`src/rtl/fec_pkg.sv`:
```
// Shared types and defaults for the FEC block's UART transmit arbiter.
//
// Contents:
//   uart_arb_state_t   arbiter state encoding (IDLE, HOLD, GAP)
//   UART_ARB_NREQ      default number of requesters
//   UART_ARB_HOLD_MAX  default watchdog limit, in cycles
package fec_pkg;

    typedef enum logic [1:0] {
        IDLE = 2'd0,
        HOLD = 2'd1,
        GAP  = 2'd2
    } uart_arb_state_t;

    localparam int UART_ARB_NREQ     = 2;
    localparam int UART_ARB_HOLD_MAX = 64;

endpackage

```
`src/rtl/rr_pick.sv`:
```
// Combinational round-robin selector.
//
// Ports:
//   req     in   NREQ  request vector
//   ptr     in   PW    index of the last winner; the search starts at ptr+1
//   winner  out  NREQ  one-hot winner (0 when no request)
//   valid   out  1     at least one request is set
module rr_pick #(
    parameter int NREQ = 2,
    localparam int PW  = (NREQ > 1) ? $clog2(NREQ) : 1
) (
    input  logic [NREQ-1:0] req,
    input  logic [PW-1:0]   ptr,
    output logic [NREQ-1:0] winner,
    output logic            valid
);

    // First pass looks above ptr, second pass wraps around to index 0.
    always_comb begin
        winner = '0;
        valid  = 1'b0;
        for (int i = 0; i < NREQ; i++) begin
            if (!valid && req[i] && (PW'(i) > ptr)) begin
                winner[i] = 1'b1;
                valid     = 1'b1;
            end
        end
        for (int i = 0; i < NREQ; i++) begin
            if (!valid && req[i]) begin
                winner[i] = 1'b1;
                valid     = 1'b1;
            end
        end
    end

endmodule

```
`src/rtl/uart_tx_arb.sv`:
```
// Frame-locked round-robin arbiter for the single UART TX FIFO write port.
// Requester 0 is the FEC control FSM, requester 1 the uplink FEC engine.
// The holder keeps the grant until it drops req; writes from the holder pass
// straight through to the FIFO, gated by fifo_full.
//
// Optional feature: define UART_ARB_TIMEOUT_EN to build the hold watchdog.
//
// Ports:
//   clk, rst_n    system clock, async active-low reset
//   req[NREQ]     per-requester frame request (level)
//   wr[NREQ]      per-requester write strobe
//   wdata         per-requester write data [NREQ-1:0][MDW-1:0]
//   grant[NREQ]   registered one-hot grant
//   fifo_wr       write strobe to UART TX FIFO
//   fifo_wdata    write data to UART TX FIFO
//   fifo_full     UART TX FIFO full
//   accept[NREQ]  combinational write-accepted indication
//   busy          state is not IDLE
//   viol_flag     sticky: write without grant
//   ovf_flag      sticky: granted write while FIFO full
//   timeout_flag  sticky: watchdog forced a release (0 without the watchdog)
//   flag_clear    synchronous clear of the sticky flags
//
// state | meaning
// IDLE  | no grant, pick a winner when any req is set
// HOLD  | grant held by the winner until its req drops (or watchdog fires)
// GAP   | one dead cycle with grant = 0 before the next arbitration
module uart_tx_arb
    import fec_pkg::*;
#(
    parameter int NREQ     = UART_ARB_NREQ,
    parameter int MDW      = 8,
    parameter int FAW      = 4,
    parameter int HOLD_MAX = UART_ARB_HOLD_MAX
) (
    input  logic                      clk,
    input  logic                      rst_n,
    input  logic [NREQ-1:0]           req,
    input  logic [NREQ-1:0]           wr,
    input  logic [NREQ-1:0][MDW-1:0]  wdata,
    output logic [NREQ-1:0]           grant,
    output logic                      fifo_wr,
    output logic [MDW-1:0]            fifo_wdata,
    input  logic                      fifo_full,
    output logic [NREQ-1:0]           accept,
    output logic                      busy,
    output logic                      viol_flag,
    output logic                      ovf_flag,
    output logic                      timeout_flag,
    input  logic                      flag_clear
);

    localparam int PW = (NREQ > 1) ? $clog2(NREQ) : 1;

    if (NREQ < 2 || NREQ > 4 || FAW < 1 || HOLD_MAX < 2) begin : g_bad_cfg
        $error("uart_tx_arb: unsupported parameter set");
    end

    uart_arb_state_t state_q, state_d;
    logic [PW-1:0]   ptr_q, ptr_d;
    logic [NREQ-1:0] grant_q, grant_d;
    logic [NREQ-1:0] pick_winner;
    logic            pick_valid;
    logic [PW-1:0]   grant_idx;

    rr_pick #(.NREQ(NREQ)) u_rr_pick (
        .req    (req),
        .ptr    (ptr_q),
        .winner (pick_winner),
        .valid  (pick_valid)
    );

    always_comb begin
        grant_idx = '0;
        for (int i = 0; i < NREQ; i++) begin
            if (grant_q[i]) grant_idx = PW'(i);
        end
    end

    // Write path: zero latency from wr / fifo_full.
    assign grant   = grant_q;
    assign busy    = (state_q != IDLE);
    assign accept  = grant_q & {NREQ{~fifo_full}};
    assign fifo_wr = (|(wr & grant_q)) & ~fifo_full;

    always_comb begin
        fifo_wdata = '0;
        for (int i = 0; i < NREQ; i++) begin
            if (grant_q[i]) fifo_wdata = fifo_wdata | wdata[i];
        end
    end

    logic viol_set, ovf_set;
    assign viol_set = |(wr & ~grant_q);
    assign ovf_set  = (|(wr & grant_q)) & fifo_full;

`ifdef UART_ARB_TIMEOUT_EN
    localparam int CW = $clog2(HOLD_MAX + 1);
    logic [CW-1:0] hold_cnt;
    logic          hold_expired;
    logic          timeout_set;

    // Fires in the HOLD_MAX-th consecutive HOLD cycle without an accepted
    // write, so the release lands on the following edge.
    assign hold_expired = (state_q == HOLD) && !fifo_wr &&
                          (hold_cnt >= CW'(HOLD_MAX - 1));

    always_ff @(posedge clk or negedge rst_n) begin
        if (!rst_n) begin
            hold_cnt <= '0;
        end else if (state_q != HOLD || fifo_wr) begin
            hold_cnt <= '0;
        end else if (hold_cnt != CW'(HOLD_MAX)) begin
            hold_cnt <= hold_cnt + 1'b1;
        end
    end

    always_ff @(posedge clk or negedge rst_n) begin
        if (!rst_n) timeout_flag <= 1'b0;
        else        timeout_flag <= timeout_set | (timeout_flag & ~flag_clear);
    end
`else
    assign timeout_flag = 1'b0;
`endif

    always_comb begin
        state_d = state_q;
        grant_d = grant_q;
        ptr_d   = ptr_q;
`ifdef UART_ARB_TIMEOUT_EN
        timeout_set = 1'b0;
`endif
        case (state_q)
            IDLE: begin
                if (pick_valid) begin
                    state_d = HOLD;
                    grant_d = pick_winner;
                end
            end
            HOLD: begin
                if ((req & grant_q) == '0) begin
                    state_d = GAP;
                    grant_d = '0;
                    ptr_d   = grant_idx;
                end
`ifdef UART_ARB_TIMEOUT_EN
                else if (hold_expired) begin
                    state_d     = GAP;
                    grant_d     = '0;
                    ptr_d       = grant_idx;
                    timeout_set = 1'b1;
                end
`endif
            end
            GAP:     state_d = IDLE;
            default: state_d = IDLE;
        endcase
    end

    always_ff @(posedge clk or negedge rst_n) begin
        if (!rst_n) begin
            state_q   <= IDLE;
            grant_q   <= '0;
            ptr_q     <= PW'(NREQ - 1);
            viol_flag <= 1'b0;
            ovf_flag  <= 1'b0;
        end else begin
            state_q   <= state_d;
            grant_q   <= grant_d;
            ptr_q     <= ptr_d;
            // Set beats a simultaneous clear.
            viol_flag <= viol_set | (viol_flag & ~flag_clear);
            ovf_flag  <= ovf_set  | (ovf_flag  & ~flag_clear);
        end
    end

endmodule

```
`config.mk`:
```
export PLATFORM = sky130hd
export DESIGN_NAME = uart_tx_arb
export DESIGN_NICKNAME = d
export VERILOG_FILES = /design/src/rtl/fec_pkg.sv /design/src/rtl/rr_pick.sv /design/src/rtl/uart_tx_arb.sv
export SDC_FILE = /design/constraint.sdc
export NUM_CORES = 1
export LEC_CHECK = 0
export ABC_CLOCK_PERIOD_IN_PS = 1100
export CAP_MARGIN = 20
export CORE_AREA = 2 2 43 45
export DETAILED_ROUTE_END_ITERATION = 8
export DIE_AREA = 0 0 45 47
export DONT_BUFFER_PORTS = 1
export GPL_TIMING_DRIVEN = 0
export SLEW_MARGIN = 20
export SYNTH_ARGS = -nofsm -noshare
export SYNTH_HDL_FRONTEND = slang
export SYNTH_HIERARCHICAL = 1
export SYNTH_SLANG_ARGS = --single-unit
```
`constraint.sdc`:
```
create_clock -name clk -period 1.1 [get_ports clk]
set_input_delay 0.22 -clock clk [delete_from_list [all_inputs] [get_ports clk]]
set_output_delay 0.22 -clock clk [all_outputs]
set_load 0.01 [all_outputs]
```
==> results.ini <==
[route]
viasPerCell=5.338
first_pass_iters=4
drt-initial-drc-count=6
vias=411
drt-total-wl_mm=1.168
drc_errors=0
post_drt_wl_per_cell_um=15.17
ant_nets=0

[setup_path]
cpMaxStageDelayCell=dfrtp_2
crit_fanout=10
max_stage_delay_ps=460
critPathKind=reg2out
crit_chain=buf_8 -> a22o_4
critPathCaptureType=primary output
required_ps=880
crit_path_start_kind=register
worstPathArrival_ps=1120

[finish]
utilization_pct=38.18
area_delta_synth_final_pct=36.96
drive_above_1_share_pct=43.33
antenna_cells=0
layout.nets=85

[grt]
grt_use_met2_pct=14.57
grt_use_total_pct=10.18
grt_max_degree=11
antenna_found_initial=0
grt_pass1_wl_mm=1.469
grt.busiest_layer=met2
gr-usage-met3_pct=7.308
grt_use_met1_pct=12.65
grt-ovfl-total=0
grt_pass1_vias=369

[timing]
finalCritPeriodShare_pct=121.9
drv_slew=0
skew_ps=1.918
hold_ws_ps=82.72
hold_violations=0
layout_setup_ws_ps=-240.9
final-setup-viol-count=15
fmax_ghz=0.7458
rsz0062_at_grt=yes
period_minus_slack_ps=1341

[clock_tree]
clk_latency_ps=250
cts-htree-levels=1
cts_buffers=3
cts_buffer_depth=2
cts_tree=built
clk_pin_slew_worst_paths_ps=50
cts_root_buf=clkbuf_4
cts.sinks=7

[die]
die_w_um=45
fp-row-count=15
fp.coreArea_sq_um=1652
design.die.area_sq_um=2115
die_h_um=47
start_util_pct=27.88
ioPinCount=41

[job]
max_cap_violations=0

[outcome]
status=complete, but fails checks
violations=negative setup slack

[synth]
ys_warn_count=6
syn-cell-area_sq_um=460.4
avgSynthCellArea_sq_um=9.397
ys_ff_latch=7
syn-num-nets=73
netlist_instances=49
seq_area_frac_synth_pct=38.32
synth.distinct_cells=24

[hold_path]
hp-class=in2reg

[power_and_ir_drop]
p_leak_uw=0.0002830
cellPowerDensity_nw_per_um2=2864
ir_drop_uv=1455

[placement]
numPortBuffers=0
post-dp-hpwl_um=769.2
gp_congestion=0.6821

## per-layer routing
metal  share of wire, %  vias to the layer above  wire (um)
met5                  0                        -          0
met1                 42                      194        492
li1                   -                      195          -
met3                 12                        0        141
met2                 46                       22        534
met4                  0                        0          0
## cell type report
cell class,count,area (sq um)
Multi-Input combinational cell,34,281.5
Inverter,4,15.01
Timing Repair Buffer,7,62.56
Sequential cell,7,178.9
Buffer,4,45.04
Tap cell,17,21.27
Fill cell,168,1021
Clock buffer,4,26.28
## Yosys cell counts
cell type | number | area share, %
buf_2 | 1 | 1.1
dfstp_2 | 1 | 5.7
dfrtp_1 | 6 | 33
or2_2 | 1 | 1.4
or2_1 | 1 | 1.4
conb_1 | 1 | 0.81
and3b_4 | 1 | 2.7
or3b_1 | 1 | 1.9
a211oi_1 | 1 | 1.6
a21boi_1 | 2 | 3.3
a22oi_2 | 1 | 2.7
nand2b_1 | 1 | 1.4
nand2_1 | 5 | 4.1
clkbuf_1 | 1 | 0.81
mux2_4 | 1 | 3.3
o21ai_0 | 1 | 1.1
o21ai_1 | 2 | 2.2
nor2b_1 | 3 | 4.1
inv_1 | 4 | 3.3
buf_4 | 2 | 3.3
nor3b_1 | 1 | 1.6
o221ai_1 | 1 | 1.9
nor2_1 | 1 | 0.81
a22o_1 | 9 | 17
## flip-flops by register name (all words and copies together), names as in the netlist
| signal | count |
|---|---|
| grant | 2 |
| state_q | 2 |
| ovf_flag | 1 |
| ptr_q | 1 |
| viol_flag | 1 |
## critical path: cells and delay by family (launching register included)
family,cells,cell delay (ps)
buffers and inverters,1,160
AO/OA/AOI/OAI,1,250
flip-flops,1,460
## where the power goes
part	internal [uW]	leakage (uW)	switching, uW
Combinational	604	0.000186	453
Clock	138	0.0000150	92.3
Sequential	379	0.0000820	140
## kinds of logic after synthesis
logic type | count (synthesis) | synth area share (%)
other | 1 | 0.8144
AOI/OAI and AO/OA | 17 | 29.89
and+or+nand+nor | 15 | 19.30
muxes | 1 | 3.260
buffers and inverters | 8 | 8.420
DFF | 7 | 38.32
## repair_timing
| item | in CTS | in global routing |
|---|---|---|
| buffers inserted | 5 | 0 |
| hold buffers | 1 | 0 |
| resized for setup | 17 | 4 |
| setup endpoints to repair | 15 | 17 |
| hold endpoints to repair | 7 | 0 |
| pin swaps | 9 | 0 |
| cloned | 1 | 0 |
## per-stage QoR
stage                     instances  total power [uW]  TNS [ps]  setup slack, ps  cell area, sq um
after floorplan                  49              1089    -550.2           -103.7             460.4
after global placement           66              1193     -1902           -200.5             481.7
after detailed placement         66              1193     -2106           -222.8             481.7
after CTS                        77              1742     -2948           -258.4             614.3
after global routing             77              1937     -3597           -286.6             630.6
final                            77              1806     -2774           -240.9             630.6
## worst paths after layout
check / startpoint / endpoint / slack [ps] / depth (start not counted)
setup / recovery: grant[0]$_DFFE_PN0P_ / fifo_wdata[0] / -240 / 2
max in group asynchronous: rst_n / ptr_q$_DFFE_PN1P_ / 520 / 1
min in group asynchronous: rst_n / state_q[1]$_DFFE_PN0P_ / 290 / 1
hold reg to reg: ovf_flag$_DFF_PN0_ / ovf_flag$_DFF_PN0_ / 580 / 2
setup reg to reg: grant[0]$_DFFE_PN0P_ / ptr_q$_DFFE_PN1P_ / -190 / 3
hold / removal: flag_clear / ovf_flag$_DFF_PN0_ / 80 / 1
## placed cells by master, fill, tap and decap left out
cell	instances
o21ai_2	2
dlygate4sd3_1	1
nand2_1	5
inv_1	4
or2_4	1
a22o_4	1
and3b_4	1
clkbuf_1	1
buf_4	5
a211oi_1	1
o21ai_0	1
o221ai_1	1
or2_1	1
a22oi_2	1
nor2b_1	1
nor3b_1	1
a22o_1	8
conb_1	1
or3b_4	1
nor2b_4	2
buf_6	4
buf_8	1
a21boi_1	2
clkbuf_4	3
nor2_1	1
dfrtp_2	2
dfstp_2	1
mux2_4	1
dfrtp_1	4
nand2b_1	1
Note: power is estimated with default switching activity, not from simulation.
==> RTL edit 1 (same flow settings) <==
Set the parameter `MDW` to 12 (it was 8).
--- a/src/rtl/uart_tx_arb.sv
+++ b/src/rtl/uart_tx_arb.sv
@@ -30,5 +30,5 @@
 #(
     parameter int NREQ     = UART_ARB_NREQ,
-    parameter int MDW      = 8,
+    parameter int MDW      = 12,
     parameter int FAW      = 4,
     parameter int HOLD_MAX = UART_ARB_HOLD_MAX
Interface: changed (resized fifo_wdata and wdata); port bits go from 41 to 53. The function was not compared with the original's and may differ.
==> RTL edit 1 against the unedited design <==
- the run still ends with setup timing left
- sequential share of layout area shrank 4.6 points
- hold slack worse by 0.016 ns
- worst setup slack worse by 0.095 ns
- first-iteration DRC count rose by 17%
- largest power group unchanged
- critical endpoint is now ptr_q
- highest routed layer unchanged
- count of clock-buffer cells in the layout is the same
- sequential cell count unchanged
- power rose by 21%
- final area increased by 18%
- global-route usage grew 2.8 points
- fmax fell by 6.6%
- core utilization rose by 6.8 points
- routed wire length is 23% higher
- synthesized area up 15%
==> RTL edit 1: results (changes against the unedited design) <==
- Result of the run: finished, violations left (unchanged).
- Violations in the final reports: setup timing (unchanged).
- The wire length of the first global-routing pass is 1876 um (was 1469 um).
- The detailed-routed wire length on met3 is 183 um (was 141 um).
- The cell at the slowest stage of the critical path is dfrtp_1 (was dfrtp_2).
- The sum of negative setup slack was -5.442 ns (was -2.774 ns).
- The number of nets produced by synthesis is 87 (was 73).
- The overall fraction of global-route tracks in use is 13.03% (was 10.18%).
- The maximum resistive drop on vdd was 1573 uV (was 1455 uV).
- The stage delay of the slowest cell on the critical path is 0.42 ns (was 0.46 ns).
- The buffer share of cell area was 22.90% (was 17.06%).
- The setup violation total in the final timing report is 21 (was 15).
- The power of the sequential group is 0.477 mW (was 0.519 mW).
- The final setup slack of the worst path came to -0.3364 ns (was -0.2409 ns).
- Most frequent cells after synthesis: 13 x a22o_1, 6 x dfrtp_1, 5 x nand2_1 (was 9 x a22o_1, 6 x dfrtp_1, 5 x nand2_1).
- The mean instance size in the synthesized netlist is 9.600 sq um (was 9.397 sq um).
- The pin count of the biggest net entering global routing is 8 (was 11).
- The via count of the first global-routing pass came to 459 (was 369).
- The filler-free cell count of the finished design is 88 (was 77).
- The ratio of routed vias to standard cells was 5.739 (was 5.338).
- The placer's final routability congestion estimate is 0.7880 (was 0.6821).
- The total wire length is 1438 um (was 1168 um).
- The final net count is 104 (was 85).
- The maximum fanout encountered on the critical timing path is 6 (was 10).
- The non-clock buffer instance count of the final layout was 18 (was 11).
- The share of synthesized area occupied by flip-flops and latches is 33.41% (was 38.32%).
==> RTL edit 1: layer usage <==
metal,global-route usage (%),vias up
met3,7.308,0
met4,3.529,0
met2,25.71,44
li1,-,227
met1,11.11,234
met5,0,-
==> RTL edit 1: logic make-up (layout without fill, tap and decap cells) <==
kind of cell	Yosys count	in the layout	synth area share, %
multiplexers	1	1	2.843
AO/OA/AOI/OAI	21	21	34.36
other	1	1	0.7102
flip-flops	7	7	33.41
AND/OR/NAND/NOR	15	15	16.83
buffers and inverters	10	26	11.85
==> RTL edit 1: worst paths after layout <==
path | to | depth (start not counted)
setup reg to reg | ptr_q | 5
hold reg to reg | ovf_flag | 2
min in group asynchronous | ovf_flag | 1
max in group asynchronous | ptr_q | 1
hold / removal | ovf_flag | 1
setup / recovery | ptr_q | 5
==> RTL edit 1: what timing repair did <==
item,CTS,global route
setup endpoints to repair,19,23
gates cloned,3,0
buffers inserted,7,2
pin swaps,8,5
hold buffers,1,0
gates resized for setup,12,3
endpoints found under the hold margin,7,0
==> RTL edit 2 (config.mk and constraints unchanged) <==
Made on the original files. Re-encode `uart_arb_state_t` (3 states) as one-hot, 3 bits wide.
--- a/src/rtl/fec_pkg.sv
+++ b/src/rtl/fec_pkg.sv
@@ -7,8 +7,8 @@
 package fec_pkg;
 
-    typedef enum logic [1:0] {
-        IDLE = 2'd0,
-        HOLD = 2'd1,
-        GAP  = 2'd2
+    typedef enum logic [2:0] {
+        IDLE = 3'b001,
+        HOLD = 3'b010,
+        GAP  = 3'b100
     } uart_arb_state_t;
 
Formal check against the unedited RTL: same outputs for any inputs over 10 cycles, from zero or initial values and one cycle with rst_n low; not proved beyond that.
==> RTL edit 2 against the unedited design <==
- the flow still finishes with violations (setup timing)
- final area grew 22%
- power rose by 14%
- worst setup slack worse by 0.042 ns
- sequential power up 10%
- sequential cell count increased by 1
- routed wire length increased by 5.9%
- fmax shrank 3.0%
- synthesized area increased by 8.4%
- highest routed layer unchanged
==> RTL edit 2: results (changes against the unedited design) <==
- The share of synthesized area occupied by flip-flops and latches was 40.60% (was 38.32%).
- The switching component of the power is 0.7217 mW (was 0.6849 mW).
- Violations in the final reports: setup timing (unchanged).
- The wire length of the first global-routing pass is 1752 um (was 1469 um).
- The stage delay of the slowest cell on the critical path was 0.53 ns (was 0.46 ns).
- The static leakage is 0.3462 nW (was 0.2830 nW).
- The synthesized netlist cell count is 51 (was 49).
- The largest clock skew in the final design is 0.003727 ns (was 0.001918 ns).
- The final net count is 91 (was 85).
- The overall fraction of global-route tracks in use is 11.96% (was 10.18%).
- Result of the run: finished, violations left (unchanged).
- The final setup slack of the worst path is -0.2828 ns (was -0.2409 ns).
- The count of different cell masters after synthesis is 22 (was 24).
- The endpoint arrival time on the critical path is 1.16 ns (was 1.12 ns).
- The number of nets produced by synthesis is 75 (was 73).
- The ratio of routed vias to standard cells is 5.476 (was 5.338).
- The post-route worst hold slack is 0.1030 ns (was 0.08272 ns).
- The placer's final routability congestion estimate is 0.7358 (was 0.6821).
- The cell count after placement is 68 (was 66).
- The share of layout cells above drive strength 1 came to 56.92% (was 43.33%).
- The pin count of the biggest net entering global routing is 11 (unchanged).
- The final routed wire length divided by cell count is 15.09 um (was 15.17 um).
- The via count of the routed design came to 449 (was 411).
- The setup slack of the worst register-to-register path is -0.25 ns (was -0.19 ns).
- Synth top area cells: dfrtp_1 30%, a22o_1 16%, dfstp_2 11% (was dfrtp_1 33%, a22o_1 17%, dfstp_2 5.7%).
- The via count of the first global-routing pass is 420 (was 369).
- Most frequent cells after synthesis: 9 x a22o_1, 6 x dfrtp_1, 5 x nand2_1 (unchanged).
- The number of warning messages in the yosys log is 6 (unchanged).
- The cell at the slowest stage of the critical path is dfstp_2 (was dfrtp_2).
- The worst setup timing slack at the placement stage is -0.2444 ns (was -0.2228 ns).
- The maximum fanout encountered on the critical timing path came to 3 (was 10).
- The setup violation total in the final timing report was 18 (was 15).
- The estimated wirelength of the detail-placed design is 845.3 um (was 769.2 um).
- The number of antenna violations at the first check in global routing came to 0 (unchanged).
- The maximum resistive drop on vdd is 1281 uV (was 1455 uV).
- The number of DRC violations after detailed-routing iteration 0 came to 7 (was 6).
[RTL edit 2: worst paths after layout]
kind / from / to / depth (start not counted)
max: state_q[0] / busy / 1
min: flag_clear / ovf_flag / 1
max reg2reg: grant[0] / ptr_q / 3
min reg2reg: ovf_flag / ovf_flag / 2
max in group asynchronous: rst_n / ptr_q / 1
min in group asynchronous: rst_n / state_q[2] / 1
[RTL edit 2: through the flow]
| step | instance area [sq um] | TNS [ns] |
|---|---|---|
| floorplan | 500.5 | -0.3252 |
| global placement | 521.8 | -1.685 |
| detailed placement | 521.8 | -1.767 |
| CTS | 669.4 | -3.552 |
| global route | 768.2 | -4.114 |
| finish | 768.2 | -3.412 |
[RTL edit 2: final cells by class]
type                    count  area (sq um)
plain buffers               4         48.80
clock buffers               3         22.52
fillers                   157         883.3
inverters                   4         15.01
multi-input cells          35         347.8
flip-flops and latches      8         205.2
well taps                  17         21.27
repair buffers             11         107.6
[RTL edit 2: repair_timing]
item | in CTS | in global routing
buffers inserted | 7 | 2
endpoints found under the setup margin | 17 | 19
endpoints found under the hold margin | 8 | 0
pin swaps | 3 | 4
hold buffers | 1 | 0
cloned | 1 | 0
gates resized for setup | 18 | 18
[RTL edit 2: metal layers]
metal	wire length, um	vias up	share of wire, %	track usage [%]
met4	0	0	0	7.059
met5	0	-	0	0
met2	618	37	50	21.43
li1	-	210	-	-
met1	493	202	40	13.85
met3	124	0	10	1.154
[RTL edit 2: cells by family (layout without fill, tap and decap cells)]
| logic type | Yosys count | count (layout) | share of synthesized area (%) |
|---|---|---|---|
| AOI/OAI and AO/OA | 17 | 17 | 26.07 |
| muxes | 1 | 1 | 2.255 |
| and+or+nand+nor | 16 | 16 | 22.81 |
| buffers and inverters | 8 | 22 | 7.518 |
| DFF | 8 | 8 | 40.60 |
| other | 1 | 1 | 0.7512 |
[RTL edit 2: power groups by stage]
stage	clock (mW)	sequential (mW)	combinational (mW)
2_1_floorplan	0	0.526	0.586
3_3_place_gp	0	0.554	0.654
3_5_place_dp	0	0.561	0.660
4_1_cts	0.221	0.554	0.993
5_1_grt	0.229	0.597	1.37
6_report	0.212	0.572	1.27
